**src/rtl/freq_limit_monitor.sv**
```systemverilog
// freq_limit_monitor
// Watches each published frequency count against runtime low/high limits and
// raises confirmed, hysteretic, latched under/over-frequency alarms. It also
// keeps min/max/sample-count statistics on the raw samples.
// Optional build macro: FREQ_AVG_EN. When it is defined, the compared value is
// the average of the last four raw samples, which adds one cycle of latency.
module freq_limit_monitor #(
    parameter int WIDTH   = 32,
    parameter int CONFIRM = 3,
    parameter int SCNT_W  = 16
) (
    input  logic              i_clk,
    input  logic              i_reset,
    input  logic [WIDTH-1:0]  i_frequency_count,
    input  logic              i_count_valid,
    input  logic [WIDTH-1:0]  i_low_limit,
    input  logic [WIDTH-1:0]  i_high_limit,
    input  logic [WIDTH-1:0]  i_hyst,
    output logic              o_alarm_low,
    output logic              o_alarm_high,
    output logic              o_in_range,
    output logic              o_config_err,
    output logic [WIDTH-1:0]  o_min_count,
    output logic [WIDTH-1:0]  o_max_count,
    output logic [SCNT_W-1:0] o_sample_count
);

    typedef enum logic [2:0] {
        NORMAL,
        PEND_LO,
        PEND_HI,
        ALARM_LO,
        ALARM_HI
    } state_t;

    localparam int         CW        = 4;
    localparam logic [CW-1:0] CONFIRM_C = CW'(CONFIRM);
    // A single violation confirms the alarm, so the pending states are skipped.
    localparam bit         DIRECT    = (CONFIRM <= 1);

    state_t              r_state, w_nextState;
    logic [CW-1:0]       r_cnt, w_nextCnt;
    logic                r_inRange, w_nextInRange;
    logic                r_cfgErr, w_nextCfgErr;
    logic [WIDTH-1:0]    r_min, r_max;
    logic [SCNT_W-1:0]   r_sampleCnt;

    // Compare-stage inputs: the value to classify and the limits that go with it.
    logic                w_cmpValid;
    logic                w_cmpEnable;
    logic [WIDTH-1:0]    w_cmpValue;
    logic [WIDTH-1:0]    w_cmpLow;
    logic [WIDTH-1:0]    w_cmpHigh;
    logic [WIDTH-1:0]    w_cmpHyst;

    wire                 w_accept = i_count_valid && !i_reset;

`ifdef FREQ_AVG_EN
    logic [WIDTH-1:0]    r_hist0, r_hist1, r_hist2;
    logic [1:0]          r_histCnt;
    logic                r_avgValid;
    logic                r_avgReady;
    logic [WIDTH-1:0]    r_avgValue;
    logic [WIDTH-1:0]    r_avgLow, r_avgHigh, r_avgHyst;
    logic [WIDTH+1:0]    w_sum;

    assign w_sum = {2'b00, i_frequency_count} + {2'b00, r_hist0}
                 + {2'b00, r_hist1} + {2'b00, r_hist2};

    // Averaging stage: keeps the last three raw samples and registers the mean with its limits.
    always_ff @(posedge i_clk) begin
        if (i_reset) begin
            r_hist0    <= '0;
            r_hist1    <= '0;
            r_hist2    <= '0;
            r_histCnt  <= '0;
            r_avgValid <= 1'b0;
            r_avgReady <= 1'b0;
            r_avgValue <= '0;
            r_avgLow   <= '0;
            r_avgHigh  <= '0;
            r_avgHyst  <= '0;
        end else begin
            r_avgValid <= i_count_valid;
            if (i_count_valid) begin
                r_hist0    <= i_frequency_count;
                r_hist1    <= r_hist0;
                r_hist2    <= r_hist1;
                r_histCnt  <= (r_histCnt == 2'd3) ? r_histCnt : r_histCnt + 2'd1;
                r_avgReady <= (r_histCnt == 2'd3);
                r_avgValue <= w_sum[WIDTH+1:2];
                r_avgLow   <= i_low_limit;
                r_avgHigh  <= i_high_limit;
                r_avgHyst  <= i_hyst;
            end
        end
    end

    assign w_cmpValid  = r_avgValid;
    assign w_cmpEnable = r_avgReady;
    assign w_cmpValue  = r_avgValue;
    assign w_cmpLow    = r_avgLow;
    assign w_cmpHigh   = r_avgHigh;
    assign w_cmpHyst   = r_avgHyst;
`else
    assign w_cmpValid  = i_count_valid;
    assign w_cmpEnable = 1'b1;
    assign w_cmpValue  = i_frequency_count;
    assign w_cmpLow    = i_low_limit;
    assign w_cmpHigh   = i_high_limit;
    assign w_cmpHyst   = i_hyst;
`endif

    logic                w_isLo, w_isHi, w_badCfg;
    logic [WIDTH:0]      w_lowSum;
    logic [WIDTH-1:0]    w_lowClr, w_highClr;
    logic                w_meetLowClr, w_meetHighClr;

    // Classification and clear thresholds (saturating sum, floored difference).
    always_comb begin
        w_isLo        = w_cmpValue < w_cmpLow;
        w_isHi        = w_cmpValue > w_cmpHigh;
        w_badCfg      = w_cmpLow > w_cmpHigh;
        w_lowSum      = {1'b0, w_cmpLow} + {1'b0, w_cmpHyst};
        w_lowClr      = w_lowSum[WIDTH] ? '1 : w_lowSum[WIDTH-1:0];
        w_highClr     = (w_cmpHigh >= w_cmpHyst) ? (w_cmpHigh - w_cmpHyst) : '0;
        w_meetLowClr  = w_cmpValue >= w_lowClr;
        w_meetHighClr = w_cmpValue <= w_highClr;
    end

    // Next-state logic: moves only when a compare value arrives.
    always_comb begin
        w_nextState   = r_state;
        w_nextCnt     = r_cnt;
        w_nextInRange = r_inRange;
        w_nextCfgErr  = r_cfgErr;
        if (w_cmpValid) begin
            w_nextCfgErr = w_badCfg;
            if (w_badCfg || !w_cmpEnable) begin
                w_nextState   = NORMAL;
                w_nextCnt     = '0;
                w_nextInRange = 1'b0;
            end else begin
                w_nextInRange = !w_isLo && !w_isHi;
                case (r_state)
                    NORMAL: begin
                        if (w_isLo) begin
                            w_nextState = DIRECT ? ALARM_LO : PEND_LO;
                            w_nextCnt   = DIRECT ? '0 : CW'(1);
                        end else if (w_isHi) begin
                            w_nextState = DIRECT ? ALARM_HI : PEND_HI;
                            w_nextCnt   = DIRECT ? '0 : CW'(1);
                        end
                    end
                    PEND_LO: begin
                        if (w_isLo) begin
                            if (r_cnt + CW'(1) >= CONFIRM_C) begin
                                w_nextState = ALARM_LO;
                                w_nextCnt   = '0;
                            end else begin
                                w_nextCnt = r_cnt + CW'(1);
                            end
                        end else if (w_isHi) begin
                            w_nextState = DIRECT ? ALARM_HI : PEND_HI;
                            w_nextCnt   = DIRECT ? '0 : CW'(1);
                        end else begin
                            w_nextState = NORMAL;
                            w_nextCnt   = '0;
                        end
                    end
                    PEND_HI: begin
                        if (w_isHi) begin
                            if (r_cnt + CW'(1) >= CONFIRM_C) begin
                                w_nextState = ALARM_HI;
                                w_nextCnt   = '0;
                            end else begin
                                w_nextCnt = r_cnt + CW'(1);
                            end
                        end else if (w_isLo) begin
                            w_nextState = DIRECT ? ALARM_LO : PEND_LO;
                            w_nextCnt   = DIRECT ? '0 : CW'(1);
                        end else begin
                            w_nextState = NORMAL;
                            w_nextCnt   = '0;
                        end
                    end
                    ALARM_LO: begin
                        if (w_meetLowClr) begin
                            if (w_isHi) begin
                                w_nextState = DIRECT ? ALARM_HI : PEND_HI;
                                w_nextCnt   = DIRECT ? '0 : CW'(1);
                            end else begin
                                w_nextState = NORMAL;
                                w_nextCnt   = '0;
                            end
                        end
                    end
                    ALARM_HI: begin
                        if (w_meetHighClr) begin
                            if (w_isLo) begin
                                w_nextState = DIRECT ? ALARM_LO : PEND_LO;
                                w_nextCnt   = DIRECT ? '0 : CW'(1);
                            end else begin
                                w_nextState = NORMAL;
                                w_nextCnt   = '0;
                            end
                        end
                    end
                    default: begin
                        w_nextState = NORMAL;
                        w_nextCnt   = '0;
                    end
                endcase
            end
        end
    end

    // State, confirm counter and status flags.
    always_ff @(posedge i_clk) begin
        if (i_reset) begin
            r_state   <= NORMAL;
            r_cnt     <= '0;
            r_inRange <= 1'b0;
            r_cfgErr  <= 1'b0;
        end else begin
            r_state   <= w_nextState;
            r_cnt     <= w_nextCnt;
            r_inRange <= w_nextInRange;
            r_cfgErr  <= w_nextCfgErr;
        end
    end

    // Raw-sample statistics; equal values leave min/max alone, the count saturates.
    always_ff @(posedge i_clk) begin
        if (i_reset) begin
            r_min       <= '1;
            r_max       <= '0;
            r_sampleCnt <= '0;
        end else if (w_accept) begin
            if (i_frequency_count < r_min) r_min <= i_frequency_count;
            if (i_frequency_count > r_max) r_max <= i_frequency_count;
            if (r_sampleCnt != '1) r_sampleCnt <= r_sampleCnt + SCNT_W'(1);
        end
    end

    assign o_alarm_low    = (r_state == ALARM_LO);
    assign o_alarm_high   = (r_state == ALARM_HI);
    assign o_in_range     = r_inRange;
    assign o_config_err   = r_cfgErr;
    assign o_min_count    = r_min;
    assign o_max_count    = r_max;
    assign o_sample_count = r_sampleCnt;

endmodule

```
**config.mk**
```make
export PLATFORM = sky130hd
export DESIGN_NAME = freq_limit_monitor
export DESIGN_NICKNAME = d
export VERILOG_FILES = /design/src/rtl/freq_limit_monitor.sv
export SDC_FILE = /design/constraint.sdc
export NUM_CORES = 1
export LEC_CHECK = 0
export CAP_MARGIN = 20
export CORE_UTILIZATION = 35
export DETAILED_ROUTE_END_ITERATION = 10
export GPL_ROUTABILITY_DRIVEN = 0
export PLACE_DENSITY_LB_ADDON = 0.08
export SLEW_MARGIN = 20
export SYNTH_ARGS = -nofsm -noshare
export SYNTH_HDL_FRONTEND = slang
export SYNTH_SLANG_ARGS = --single-unit
```
**constraint.sdc**
```tcl
create_clock -name i_clk -period 9 [get_ports i_clk]
set_clock_uncertainty 0.2 [all_clocks]
set_input_delay 2.7 -clock i_clk [delete_from_list [all_inputs] [get_ports i_clk]]
set_output_delay 2.7 -clock i_clk [all_outputs]
set_load 0.01 [all_outputs]
```
==> flow_results.org <==
** Placed design
- Before CTS, the worst setup slack after placement is 90.2 ps.
- Detailed placement finished with a half-perimeter wire length of 34900 um.
- Buffers placed on the I/O ports in this run total 214.

** Die
- The floorplan has between 60 and 70 rows.
- The region available for standard cell placement spans approximately 35000 um2.
- I/O pin count :: between 200 and 250
- From bottom edge to top edge, the die measures 190 um.
- The initial utilization of the core area, before any placement, comes to 35.7%.
- Floorplan die area :: 36200 um2
- The floorplan step set the die width to ~190 um.

** Logic synthesis
- Main flop type after synthesis :: dfxtp_1
- Share of flip-flops with an asynchronous set or reset after synthesis :: 0%
- The mapped netlist covers 12400 um2.
- Fraction of the yosys area taken by sequential cells :: 14.4%
- Counting flops with a built-in enable in the synthesized netlist gives 0.
- Post-synth cell types :: 70
- Counting every net in the synthesized netlist gives just over 2000.
- Yosys top cell area share :: 29.2%
- Post-synthesis cell type with the largest combined area :: ha_1
- Total number of yosys warnings :: 0
- Mean area per synthesized cell :: 7.64 um2
- Synthesis produced a netlist whose cell count is 1621.
- Top area cells in the synthesized netlist :: ha_1 (29%), dfxtp_1 (14%), inv_1 (5.5%)
- Seq cells post-synth :: 89

** Power and ir drop
- Leak pwr :: 7.19 nW
- Relative contribution of the clock network to total power :: between 20 and 25%
- Switching Share :: 38.9%
- Cell internal power was estimated by the tool at about 0.001 W.
- Peak VDD IR :: 85.7 uV
- Dividing total power by cell area gives a power density of 106 nW/um2.
- Logic pwr share :: 50.5%
- Summed over all nets, the switching power comes to 0.000634 W.
- Sequential cell fraction of total power :: 26.7%

** Route
- In the routed layout, each cell is associated on average with a via count of 5.41.
- Wire length after detailed routing :: 41400 um
- Detail Route Antenna Nets :: 0
- After detailed routing, the average wire length per cell comes to 18.2 um.
- Vias after detailed routing :: between 10000 and 15000
- Count of TritonRoute iterations in the first routing pass :: 5
- After the first detailed-routing iteration, the DRC count stood at 575.
- DRC violations left :: 0

** Worst setup path
- CP Data Required Time :: 9070 ps
- Capturing element type of the critical path :: register
- Across all register-to-register paths, the minimum setup slack is 5270 ps.
- Counting cells, the worst reg-to-reg path comes to 12.
- Along the worst path, the maximum fanout reaches 30.
- The critical path is of the input port to register type.
- Crit path DAT :: 8510 ps
- The worst register-to-register path begins at o_min_count[25]$_SDFFE_PP1P_.
- In this run the critical register-to-register path is captured at o_min_count[25]$_SDFFE_PP1P_.
- The worst setup path is launched from an input port.

** GRT
- After global routing the overflow that remains totals 0.
- Entering global routing, the biggest net connects 55 pins.
- The first global-routing pass estimated about 64000 um of wire.
- The initial antenna violation count is 0.
- In the global route stage, overall resource usage came out at 22.5%.
- The number of global-route vias before repair was ~12000.

** Timing
- RSZ-0062 raised after global routing :: false
- The worst path needs between 8000 and 9000 ps of the cycle, external delays included.
- Max-slew violation count :: 0
- Worst-Margin Slew :: 1040 ps
- In this run the tightest slew margin relative to its limit is 30.4%.
- After routing, the total negative slack on setup checks comes to 0 ps.
- For this run, the top clock speed supported by timing is roughly 0.12 GHz.
- Once routing completed, OpenROAD measured the worst setup slack at around 560 ps.
- Hold Fails Final Rpt :: 0
- Final number of setup-violating endpoints :: 0
- The worst path uses 93.8% of the clock period.

** Clock tree
- After clock tree synthesis, the clock-pin slew on the worst setup and hold paths is about 70 ps.
- The H-tree generated during clock tree synthesis spans 3 levels.
- Count of hold-fix buffers inserted at cts :: 0
- The later pin in the worst-skew pair is clocked with a latency of approximately 340 ps.
- Number of resized instances in the post-cts repair step :: 0
- CTS Buf Count :: 9
- Number of clock sinks :: 89
- Post-CTS timing repair inserted 0 buffers for setup.
- Clock root buffer :: clkbuf_16
- TritonCTS built the clock tree.
- Number of buffers between clock root and the deepest sink :: 2

** Outcome
- The run finished with clean final reports.

** Hold path
- The worst hold path begins at o_sample_count[1]$_SDFFE_PP0P_.
- The path with the worst hold slack has its endpoint at o_sample_count[1]$_SDFFE_PP0P_.
- Hold Path Depth :: 2
- Min-delay worst type :: register to register

** Finish
- N_diodes :: 0
- The multi-input combinational cells in the finished layout cover a total of about 9800 um2.
- Fill cells in the final layout number 3582.
- Final-stage net count :: between 2000 and 2500
- The area growth from synthesis to layout is 23.9%.
- Cells with a size suffix above 1 make up roughly 2.7% of the layout.
- Sequential cell area in the final layout :: 1780 um2

** Run
- Maxcap violations :: 0
## worst max path at each step
stage,from,end,slack (ps),cells after the start
2_1_floorplan,i_low_limit[0],r_cnt[0]$_SDFFE_PP0P_,1190,23
3_3_place_gp,i_hyst[0],r_state[2]$_SDFFE_PP0P_,170,24
3_5_place_dp,i_low_limit[0],r_state[2]$_SDFFE_PP0P_,90,24
4_1_cts,i_low_limit[0],r_state[2]$_SDFFE_PP0P_,430,24
5_1_grt,i_low_limit[0],r_cnt[0]$_SDFFE_PP0P_,120,24
6_report,i_low_limit[0],r_state[2]$_SDFFE_PP0P_,560,24
## synthesized netlist by cell type (15+ instances only)
master    instances
nand3_1          47
dfxtp_1          89
a21oi_1         125
mux2i_1          34
nand2_1         122
a21o_1           54
nor3_1           24
o211ai_1         75
a211oi_1         15
xnor2_1          35
o21a_1           17
or3_1            15
xor2_1           24
ha_1            289
clkbuf_1         38
nand4_1          45
o21ai_0          69
nor2b_1          17
nor2_1          141
inv_1           181
a31oi_1          16
## stage by stage
stage          area (um2)  hold slack, ps  utilization, %  total power, W  instances
2_1_floorplan       12400             265               -        0.000968       1621
6_report            15300             292            44.2         0.00163       2272
5_1_grt             15300             309            44.2         0.00176       2272
3_3_place_gp        15100             283            43.4         0.00125       2257
4_1_cts             15300             297            44.2         0.00165       2272
3_5_place_dp        15100             288            43.4         0.00127       2257
## sequential cells by signal (all words and copies together), names as in the netlist
| register | count |
|---|---|
| o_min_count | 32 |
| r_cnt | 4 |
| o_max_count | 32 |
| o_in_range | 1 |
| o_config_err | 1 |
| r_state | 3 |
| o_sample_count | 16 |
## worst max-delay path: stages
cell             delay, ps
clkdlybuf4s50_1        470
ha_1                   250
fa_1                   410
a21oi_1                190
a2bb2oi_1              290
a21oi_1                160
a221o_1                380
a31o_1                 270
a311o_1                380
a31oi_1                330
a21oi_2                140
buf_4                  260
nor2_1                 130
ha_1                   160
o21ai_0                 90
nand2b_1                90
a211oi_1                70
nor3_1                 170
o21ai_0                230
a311oi_2               360
a32oi_1                150
buf_4                  210
or4_1                  500
a21oi_1                120
## placed cells by master, fill, tap and decap left out, types with 10 or more instances in the layout
cell type        Yosys  layout
xor2_1              24      24
a21o_1              54      54
nand3_1             47      47
nor3_1              24      24
inv_1              181     181
mux2i_1             34      34
a21oi_1            125     123
dfxtp_1             89      89
o211ai_1            75      75
ha_1               289     289
nor2_1             141     141
o21a_1              17      16
buf_4                0      14
a31oi_1             16      16
or3_1               15      15
o21ai_0             69      69
nor2b_1             17      17
and3_1              10      10
nand4_1             45      45
nand2_1            122     122
clkdlybuf4s50_1      0     213
a211oi_1            15      15
xnor2_1             35      35
## power groups by stage
stage	combinational, W	clock [W]	sequential (W)
final	0.000823	0.000372	0.000435
after global routing	0.000925	0.000400	0.000438
after CTS	0.000825	0.000385	0.000435
after detailed placement	0.000822	0	0.000444
after global placement	0.000811	0	0.000444
after floorplan	0.000520	0	0.000447
## per-layer routing
layer  global-route usage [%]  up-vias  wire (um)
met5                        0        -          0
met4                     4.95        0        604
met3                     1.86       31       1630
met2                     37.8      286      19000
met1                     31.2     5665      20100
li1                         -     6308          -
## kinds of logic (layout without fill, tap and decap cells)
group | after synthesis | after routing | synth area share [%]
AO/OA/AOI/OAI | 447 | 447 | 23.8
XOR/XNOR | 59 | 59 | 4.17
adder cells (fa/ha/maj) | 292 | 292 | 29.6
buffers and inverters | 229 | 425 | 7.08
flip-flops | 89 | 89 | 14.4
multiplexers | 35 | 35 | 2.84
AND/OR/NAND/NOR | 470 | 470 | 18.2
## area by class of cell
class                           instances  area share [%]
Inverter                              181            4.43
Timing Repair Buffer                  229            14.7
Clock inverter                          5           0.375
Clock buffer                           10            1.49
Tap cell                              455            3.71
Sequential cell                        89            11.6
Multi-Input combinational cell       1303            63.7
Power figures use the tool's default switching activity.
